[config.mk]
export PLATFORM = sky130hd
export DESIGN_NAME = cic_decimator_flat
export DESIGN_NICKNAME = d
export VERILOG_FILES = /design/src/rtl/cic_decimator_pkg.sv /design/src/rtl/cic_decimator_if.sv /design/src/rtl/cic_decimator_comb_stage.sv /design/src/rtl/cic_decimator.sv /design/src/flat_wrapper.sv
export SDC_FILE = /design/constraint.sdc
export NUM_CORES = 1
export LEC_CHECK = 0
export ABC_AREA = 1
export CORE_MARGIN = 8
export CORE_UTILIZATION = 60
export DETAILED_ROUTE_END_ITERATION = 16
export GPL_TIMING_DRIVEN = 0
export PLACE_DENSITY = 0.8
export SYNTH_ARGS = -nofsm -noshare
export SYNTH_HDL_FRONTEND = slang
export SYNTH_SLANG_ARGS = --single-unit
[constraint.sdc]
create_clock -name i_clk -period 5 [get_ports i_clk]
set_clock_uncertainty 0.2 [all_clocks]
set_input_delay 0.75 -clock i_clk [delete_from_list [all_inputs] [get_ports i_clk]]
set_output_delay 0.75 -clock i_clk [all_outputs]
set_load 0.03 [all_outputs]
[src/rtl/cic_decimator_pkg.sv]
// Sizing and ratio helpers shared by the CIC decimator, its comb stages and its bus interface.
package cic_pkg;

    function automatic int clog2(input int value);
        int result;
        result = 0;
        while ((1 << result) < value) begin
            result = result + 1;
        end
        return result;
    endfunction

    // Worst-case bit growth of an N-stage CIC: log2((R*M)^N) bits on top of the input.
    function automatic int acc_width(input int w_in, input int n, input int r_max, input int m);
        return w_in + n * clog2(r_max * m);
    endfunction

    function automatic int clamp_ratio(input int ratio, input int r_max);
        if (ratio == 0 || ratio > r_max) begin
            return r_max;
        end
        return ratio;
    endfunction

endpackage

[src/rtl/cic_decimator_if.sv]
// Sample-in / decimated-sample-out bus of the CIC decimator.
interface cic_decimator_if #(
    parameter int W_IN    = 8,
    parameter int W_OUT   = 14,
    parameter int W_RATIO = 3
);
    logic signed [W_IN-1:0]  i_data;
    logic                    i_ready;
    logic [W_RATIO-1:0]      i_ratio;
    logic signed [W_OUT-1:0] o_data;
    logic                    o_ready;

    modport master (
        output i_data,
        output i_ready,
        output i_ratio,
        input  o_data,
        input  o_ready
    );

    modport slave (
        input  i_data,
        input  i_ready,
        input  i_ratio,
        output o_data,
        output o_ready
    );
endinterface

[src/rtl/cic_decimator_comb_stage.sv]
// One CIC comb (differentiator) stage running at the decimated rate, advanced only on tick.
module cic_comb_stage #(
    parameter int W_ACC = 14,
    parameter int M     = 1
) (
    input  logic                    clk,
    input  logic                    rst_n,
    input  logic                    tick,
    input  logic signed [W_ACC-1:0] feed,
    output logic signed [W_ACC-1:0] diff
);
    logic signed [W_ACC-1:0] dly_p1 [M];

    // Difference against the sample M decimated periods back; wraps modulo 2^W_ACC.
    assign diff = feed - dly_p1[M-1];

    always_ff @(posedge clk or negedge rst_n) begin
        if (!rst_n) begin
            for (int i = 0; i < M; i++) begin
                dly_p1[i] <= '0;
            end
        end else if (tick) begin
            dly_p1[0] <= feed;
            for (int i = 1; i < M; i++) begin
                dly_p1[i] <= dly_p1[i-1];
            end
        end
    end

endmodule

[src/rtl/cic_decimator.sv]
// N-stage CIC decimator: integrators at the input rate, run-time ratio up to R_MAX,
// comb chain and truncating output register at the decimated rate.
module cic_decimator
    import cic_pkg::*;
#(
    parameter int W_IN  = 8,
    parameter int N     = 3,
    parameter int R_MAX = 4,
    parameter int M     = 1,
    parameter int W_OUT = acc_width(W_IN, N, R_MAX, M)
) (
    input  logic           i_clk,
    input  logic           i_rst_n,
    cic_decimator_if.slave bus
);
    localparam int W_ACC   = acc_width(W_IN, N, R_MAX, M);
    localparam int W_RATIO = clog2(R_MAX + 1);

    // Keep the top W_OUT bits: arithmetic shift right by W_ACC-W_OUT, no rounding.
    function automatic logic signed [W_OUT-1:0] truncate(input logic signed [W_ACC-1:0] value);
        return value[W_ACC-1 -: W_OUT];
    endfunction

    logic signed [W_ACC-1:0] sample_ext;
    logic signed [W_ACC-1:0] integ_p0 [1:N];
    logic [W_RATIO-1:0]      phase_p0;
    logic [W_RATIO-1:0]      ratio_p0;
    logic                    tick;
    logic signed [W_ACC-1:0] comb_out;
    logic signed [W_OUT-1:0] data_p1;
    logic                    vld_p1;

    assign sample_ext = W_ACC'($signed(bus.i_data));

    // ---- stage p0: integrators and phase counter at the input rate ----
    always_ff @(posedge i_clk or negedge i_rst_n) begin
        if (!i_rst_n) begin
            for (int k = 1; k <= N; k++) begin
                integ_p0[k] <= '0;
            end
        end else if (bus.i_ready) begin
            integ_p0[1] <= integ_p0[1] + sample_ext;
            for (int k = 2; k <= N; k++) begin
                integ_p0[k] <= integ_p0[k] + integ_p0[k-1];
            end
        end
    end

    assign tick = bus.i_ready && (phase_p0 == ratio_p0 - W_RATIO'(1));

    // The requested ratio only takes over at a period boundary, so a period is never cut short.
    always_ff @(posedge i_clk or negedge i_rst_n) begin
        if (!i_rst_n) begin
            phase_p0 <= '0;
            ratio_p0 <= W_RATIO'(R_MAX);
        end else if (tick) begin
            phase_p0 <= '0;
            ratio_p0 <= W_RATIO'(clamp_ratio(int'(bus.i_ratio), R_MAX));
        end else if (bus.i_ready) begin
            phase_p0 <= phase_p0 + W_RATIO'(1);
        end
    end

    // ---- comb chain: combinational difference path, delay lines advance on tick ----
    for (genvar k = 0; k < N; k++) begin : g_comb
        logic signed [W_ACC-1:0] stage_feed;
        logic signed [W_ACC-1:0] stage_diff;

        if (k == 0) begin : g_first
            assign stage_feed = integ_p0[N];
        end else begin : g_next
            assign stage_feed = g_comb[k-1].stage_diff;
        end

        cic_comb_stage #(
            .W_ACC (W_ACC),
            .M     (M)
        ) u_stage (
            .clk   (i_clk),
            .rst_n (i_rst_n),
            .tick  (tick),
            .feed  (stage_feed),
            .diff  (stage_diff)
        );
    end

    assign comb_out = g_comb[N-1].stage_diff;

    // ---- stage p1: output register, strobed the cycle after each tick ----
    always_ff @(posedge i_clk or negedge i_rst_n) begin
        if (!i_rst_n) begin
            data_p1 <= '0;
            vld_p1  <= 1'b0;
        end else begin
            vld_p1 <= tick;
            if (tick) begin
                data_p1 <= truncate(comb_out);
            end
        end
    end

    assign bus.o_data  = data_p1;
    assign bus.o_ready = vld_p1;

endmodule

[src/flat_wrapper.sv]
// flat-port wrapper written by rule: the top's interface ports become plain ports
module cic_decimator_flat import cic_pkg::*;
#(
    parameter int W_IN  = 8,
    parameter int N     = 3,
    parameter int R_MAX = 4,
    parameter int M     = 1,
    parameter int W_OUT = acc_width(W_IN, N, R_MAX, M)
)
  (i_clk, i_rst_n, bus_i_data, bus_i_ready, bus_i_ratio, bus_o_data, bus_o_ready);
  cic_decimator_if #(.W_IN(W_IN), .W_OUT(W_OUT), .W_RATIO(3)) bus_i ();
  input  logic i_clk;
  input  logic i_rst_n;
  input wire logic [$bits(bus_i.i_data)-1:0] bus_i_data;
  input wire logic [$bits(bus_i.i_ready)-1:0] bus_i_ready;
  input wire logic [$bits(bus_i.i_ratio)-1:0] bus_i_ratio;
  output wire logic [$bits(bus_i.o_data)-1:0] bus_o_data;
  output wire logic [$bits(bus_i.o_ready)-1:0] bus_o_ready;
  assign bus_i.i_data = bus_i_data;
  assign bus_i.i_ready = bus_i_ready;
  assign bus_i.i_ratio = bus_i_ratio;
  assign bus_o_data = bus_i.o_data;
  assign bus_o_ready = bus_i.o_ready;
  cic_decimator #(.W_IN(W_IN), .N(N), .R_MAX(R_MAX), .M(M), .W_OUT(W_OUT)) u_core (.i_clk(i_clk), .i_rst_n(i_rst_n), .bus(bus_i));
endmodule
==> After elaboration in Yosys (flattened, before gate mapping) <==
Index checks and enable logic that the tools add are counted.
{ "classes": {"eq_ne": 1, "mux": 6, "order_cmp": 1, "n_reduce_logical": 4, "n_addsub": 8} }
{ "ops": {"columns": ["cell", "n"], "rows": [
  ["$sub A14 B14 Y14", 3],
  ["$add A14 B14 Y14", 2],
  ["$add A14 B8 Y14", 1],
  ["$mux W3", 4],
  ["$add A3 B1 Y3 const B", 1],
  ["$eq A3 B3 Y1", 1],
  ["$gt A3 B3 Y1 const B", 1],
  ["$logic_not A3 Y1", 1],
  ["$sub A3 B1 Y3 const B", 1],
  ["$mux W1", 2],
  ["$reduce_bool A2 Y1", 1],
  ["$logic_and A1 B1 Y1", 1],
  ["$logic_or A1 B1 Y1", 1]
]} }
{ "word_totals": {"ff_bits": 105, "in_bits": 14, "elab_cells": 30, "output_inout_bits": 15} }

==> Logic depth before layout (Yosys ltp) <==
{ "depth": {"ltp_word": 5, "depth_mapped": 26, "mapped_depth_nobuf": 26} }

==> Cells and area by module <==
From an unflattened synthesis, not the netlist that was laid out.
{ "unflattened": {"cells_unflattened": 1325, "hier_area_um2": 8688.3} }
{ "by_module_without_submodules": {"columns": ["module", "area_per_inst_um2", "n_inst", "cells_per_inst"], "rows": [
  ["cic_decimator", 4760.8, 1, 725],
  ["cic_comb_stage (u_core.g_comb[0].u_stage ...)", 1307.5, 2, 200],
  ["cic_comb_stage (u_core.g_comb[2].u_stage)", 1312.5, 1, 200]
]} }

==> Worst setup path after synthesis <==
Ideal clock, no wire load.
{ "synth_timing": {"path_kind": "register to register", "from": "register u_core.g_comb[0].u_stage.dly_p1[0] (netlist name)", "to": "register u_core.data_p1[13] (netlist: u_core.bus.o_data[13])", "t_arrival_ns": 3.990, "n_path_buf": 0, "path_slack_ns": 0.745, "period_less_slack_ns": 4.255, "setup_ns": 0.065, "path_stages_with_launch": 25, "t_required_ns": 4.735, "path_cell_list": "dfrtp_1 ha_1 fa_1 nand3b_1 nand2_1 nand2_1 a21oi_1 xor2_1 ha_1 nand2_1 o21ai_0 a31oi_1 o21ai_0 or2_2 nand2_1 inv_1 ha_1 a21o_1 a221oi_1 nand2_1 nor2_1 inv_1 nand3_1 nand3_1 nand2_1"} }
{ "synth_via": {"elab_chain_cells": 3} }
{ "synth_lines": {"columns": ["element", "line_no", "source"], "rows": [
  ["start, declared", "cic_decimator_comb_stage.sv:12", "logic signed [W_ACC-1:0] dly_p1 [M];"],
  ["start signal, assigned by index", "cic_decimator_comb_stage.sv:25", "dly_p1[i] <= dly_p1[i-1];"],
  ["$sub A14 B14 Y14", "cic_decimator_comb_stage.sv:15", "assign diff = feed - dly_p1[M-1];"],
  ["named net u_core.g_comb[0].stage_diff[6]", "cic_decimator.sv:67", "logic signed [W_ACC-1:0] stage_diff;"],
  ["$sub A14 B14 Y14", "cic_decimator_comb_stage.sv:15", null],
  ["named net u_core.g_comb[1].stage_diff[10]", "cic_decimator.sv:67", null],
  ["$sub A14 B14 Y14", "cic_decimator_comb_stage.sv:15", null],
  ["end signal, assigned", "cic_decimator.sv:97", "data_p1 <= truncate(comb_out);"],
  ["end, declared", "cic_decimator.sv:30", "logic signed [W_OUT-1:0] data_p1;"]
]} }
The timed path passes the listed nets, and every way through them passes these cells.
A chain may end at the register's enable or synchronous reset.

==> Worst setup path after layout <==
{ "layout_timing": {"from": "register u_core.integ_p0 (netlist bit u_core.g_comb[0].stage_feed[0])", "to": "register u_core.data_p1[13] (netlist: u_core.bus.o_data[13])"} }
{ "layout_via": {"elab_chain_cells": 3} }
{ "layout_lines": {"columns": ["element", "line_no", "source"], "rows": [
  ["start, declared", "cic_decimator.sv:25", "logic signed [W_ACC-1:0] integ_p0 [1:N];"],
  ["start signal, assigned by index", "cic_decimator.sv:44", "integ_p0[k] <= integ_p0[k] + integ_p0[k-1];"],
  ["$sub A14 B14 Y14", "cic_decimator_comb_stage.sv:15", null],
  ["named net u_core.g_comb[0].stage_diff[6]", "cic_decimator.sv:67", null],
  ["$sub A14 B14 Y14", "cic_decimator_comb_stage.sv:15", null],
  ["named net u_core.g_comb[1].stage_diff[10]", "cic_decimator.sv:67", null],
  ["$sub A14 B14 Y14", "cic_decimator_comb_stage.sv:15", null]
]} }
The timed path passes the listed nets, and every way through them passes these cells.

==> metrics.cfg <==
[run_status]
status=completed

[yosys]
netlist_area_mm2=0.00751
yosysWarningCount=0
synthCells=970
ys_async_sr_fraction_pct=100
syn_avg_cell_area_um2=7.74
synth_edf_count=0
synth-main-ff-cell=dfrtp_1
ys_seq_area_share_pct=35.0
ys_types=36
syn_nets=1071
synth_seq_cells=105

[routing]
ant_nets=0
drc=0
drt_iter0_markers=384
wirelength_um=17300
drt_pass1_iterations=5
viasPerCell=5.46
wl_per_cell_um=14.6
vias=6489

[timing]
setup_viol=0
slew_violations=0
tightest_slew_ns=0.615
hold_viol=0
slew_headroom_pct=59.0
period_share_pct=94.7
timing.fmax_mhz=211
post-route-min-period_ns=4.74
holdWs_ns=0.184

[cells_and_area]
synthToLayoutAreaGrowth_pct=11.4
drive_gt1_share_pct=5.22
design_area_mm2=0.00837
nNetsFinal=1112
final_common_cell=nand2_1
diodes=0
most-common-layout-cells=220 x nand2_1, 121 x inv_1, 104 x dfrtp_1

[placed_design]
globalplace.congestion=0.892
place_area_mm2=0.00802
dp_hpwl_um=13300
port_buffers=27

[critical_path]
cpPeakStageDelay_ns=0.47
startpoint=u_core.g_comb[0].stage_feed[0]
crit_path_end=u_core.bus.o_data[13]
critPathKind=reg2reg
cpMostUsedCell=nand2_1
start_kind=register
r2r_start=u_core.g_comb[0].stage_feed[0]
required_ns=5.10
r2r_end=u_core.bus.o_data[13]
ff2ff_path_depth=25
crit_fanout=4
reg2reg_slack_ns=0.26
crit_arrival_ns=4.84
crit_path_top_delay_cell=fa_1
endpoint_kind=register

[cts]
clk_latency_ns=0.36
numCtsBuffers=9
clkTransAtPathRegs_ns=0.08
cts_buffer_depth=2
cts_root_buffer=clkbuf_16
cts_tree=built
htree_levels=3
clock-sinks=105
cts_hold_buffers=0

[floorplan]
dieArea_mm2=0.0164
fp.dieW_um=128
dieHeight_um=128
rows=41
core_mm2=0.0124
ios=29
start_util_pct=60.5

[grt]
grt_pass1_wl_um=29400
antenna_found_initial=0
grt_pass1_vias=6362
grt_max_degree=62
grt-ovfl-total=0
track_usage_pct=22.2

[job]
max-cap-violations=0

[hold_path]
worst_hold_path_type=in2async

[cell families after synthesis]
family	count (synthesis)	synth area share (%)
AOI/OAI and AO/OA	242	17.3
and+or+nand+nor	338	19.0
xor gates and xnor gates	51	5.95
DFF	105	35.0
adders and majority gates	87	15.1
buffers and inverters	147	7.69
[worst min-delay path by stage]
stage	depth (start not counted)	slack [ns]	start	endpoint
2_1_floorplan	0	0.25	i_rst_n	u_core.bus.o_data[0]
3_3_place_gp	2	0.26	u_core.bus.o_data[1]	u_core.bus.o_data[1]
3_5_place_dp	2	0.26	u_core.bus.o_data[1]	u_core.bus.o_data[1]
4_1_cts	1	0.22	i_rst_n	u_core.integ_p0[24]
5_1_grt	1	0.25	i_rst_n	u_core.integ_p0[24]
6_report	1	0.18	i_rst_n	u_core.integ_p0[24]
[worst max-delay path, delay by kind of cell, from the launching register on]
family                     cells  cell delay (ns)
and+or+nand+nor               11             1.27
xor gates and xnor gates       1             0.20
DFF                            1             0.38
adders and majority gates      4             1.32
buffers and inverters          3             0.19
AOI/OAI and AO/OA              6             1.12
[cell usage after synthesis, drive strengths merged (6+ instances only)]
cell    number  area (um2)
nand2      223         842
o21ai      132         661
fa           6         120
xnor2       25         219
nor3         6        30.0
a21o         6        45.0
nand4       14        87.6
a31oi       14        87.6
dfrtp      104        2600
clkbuf      11        41.3
nor2        43         164
buf         11        67.6
a21oi       74         378
inv        124         465
nand3       39         215
ha          81        1010
xor2        26         228
or2          8        50.1
[state kept, by name, summed over array words and instances, names as in the netlist]
| register | flops |
|---|---|
| u_core.bus.o_data | 14 |
| u_core.bus.o_ready | 1 |
| u_core.g_comb.stage_feed | 14 |
| u_core.g_comb.u_stage.dly_p1 | 42 |
| u_core.integ_p0 | 28 |
| u_core.phase_p0 | 3 |
| u_core.ratio_p0 | 3 |
[stage by stage]
stage	cells	TNS, ns	utilization [%]	worst slack, ns
2_1_floorplan	970	0	-	0.745
3_3_place_gp	1169	-105.22	64.4	-1.02
3_5_place_dp	1170	0	64.6	0.253
4_1_cts	1186	0	67.3	0.199
5_1_grt	1188	-0.0518	67.4	-0.0518
6_report	1188	0	67.4	0.263
[area by class of cell]
class | instances | area (um2)
plain buffers | 22 | 109
clock buffers | 9 | 225
clock inverters | 7 | 101
fillers | 1103 | 4050
inverters | 125 | 469
multi-input cells | 718 | 4310
flip-flops and latches | 105 | 2630
well taps | 172 | 215
repair buffers | 30 | 310
[layer usage]
metal | wire [um] | share of wire, % | track usage, %
met5 | 0 | 0 | 0
met4 | 416 | 2.4 | 8.11
met3 | 510 | 2.9 | 3.49
met2 | 8830 | 51 | 40.5
met1 | 7570 | 44 | 25.5
[timing repair]
action / CTS / global route
hold endpoints to repair: 0 / 0
endpoints found under the setup margin: 0 / 3
gates resized for setup: 0 / 1
buffers inserted: 0 / 2
Power is left out: the tool's default activity adds up to more than one toggle a clock period on the data nets, which glitch-free logic cannot reach.
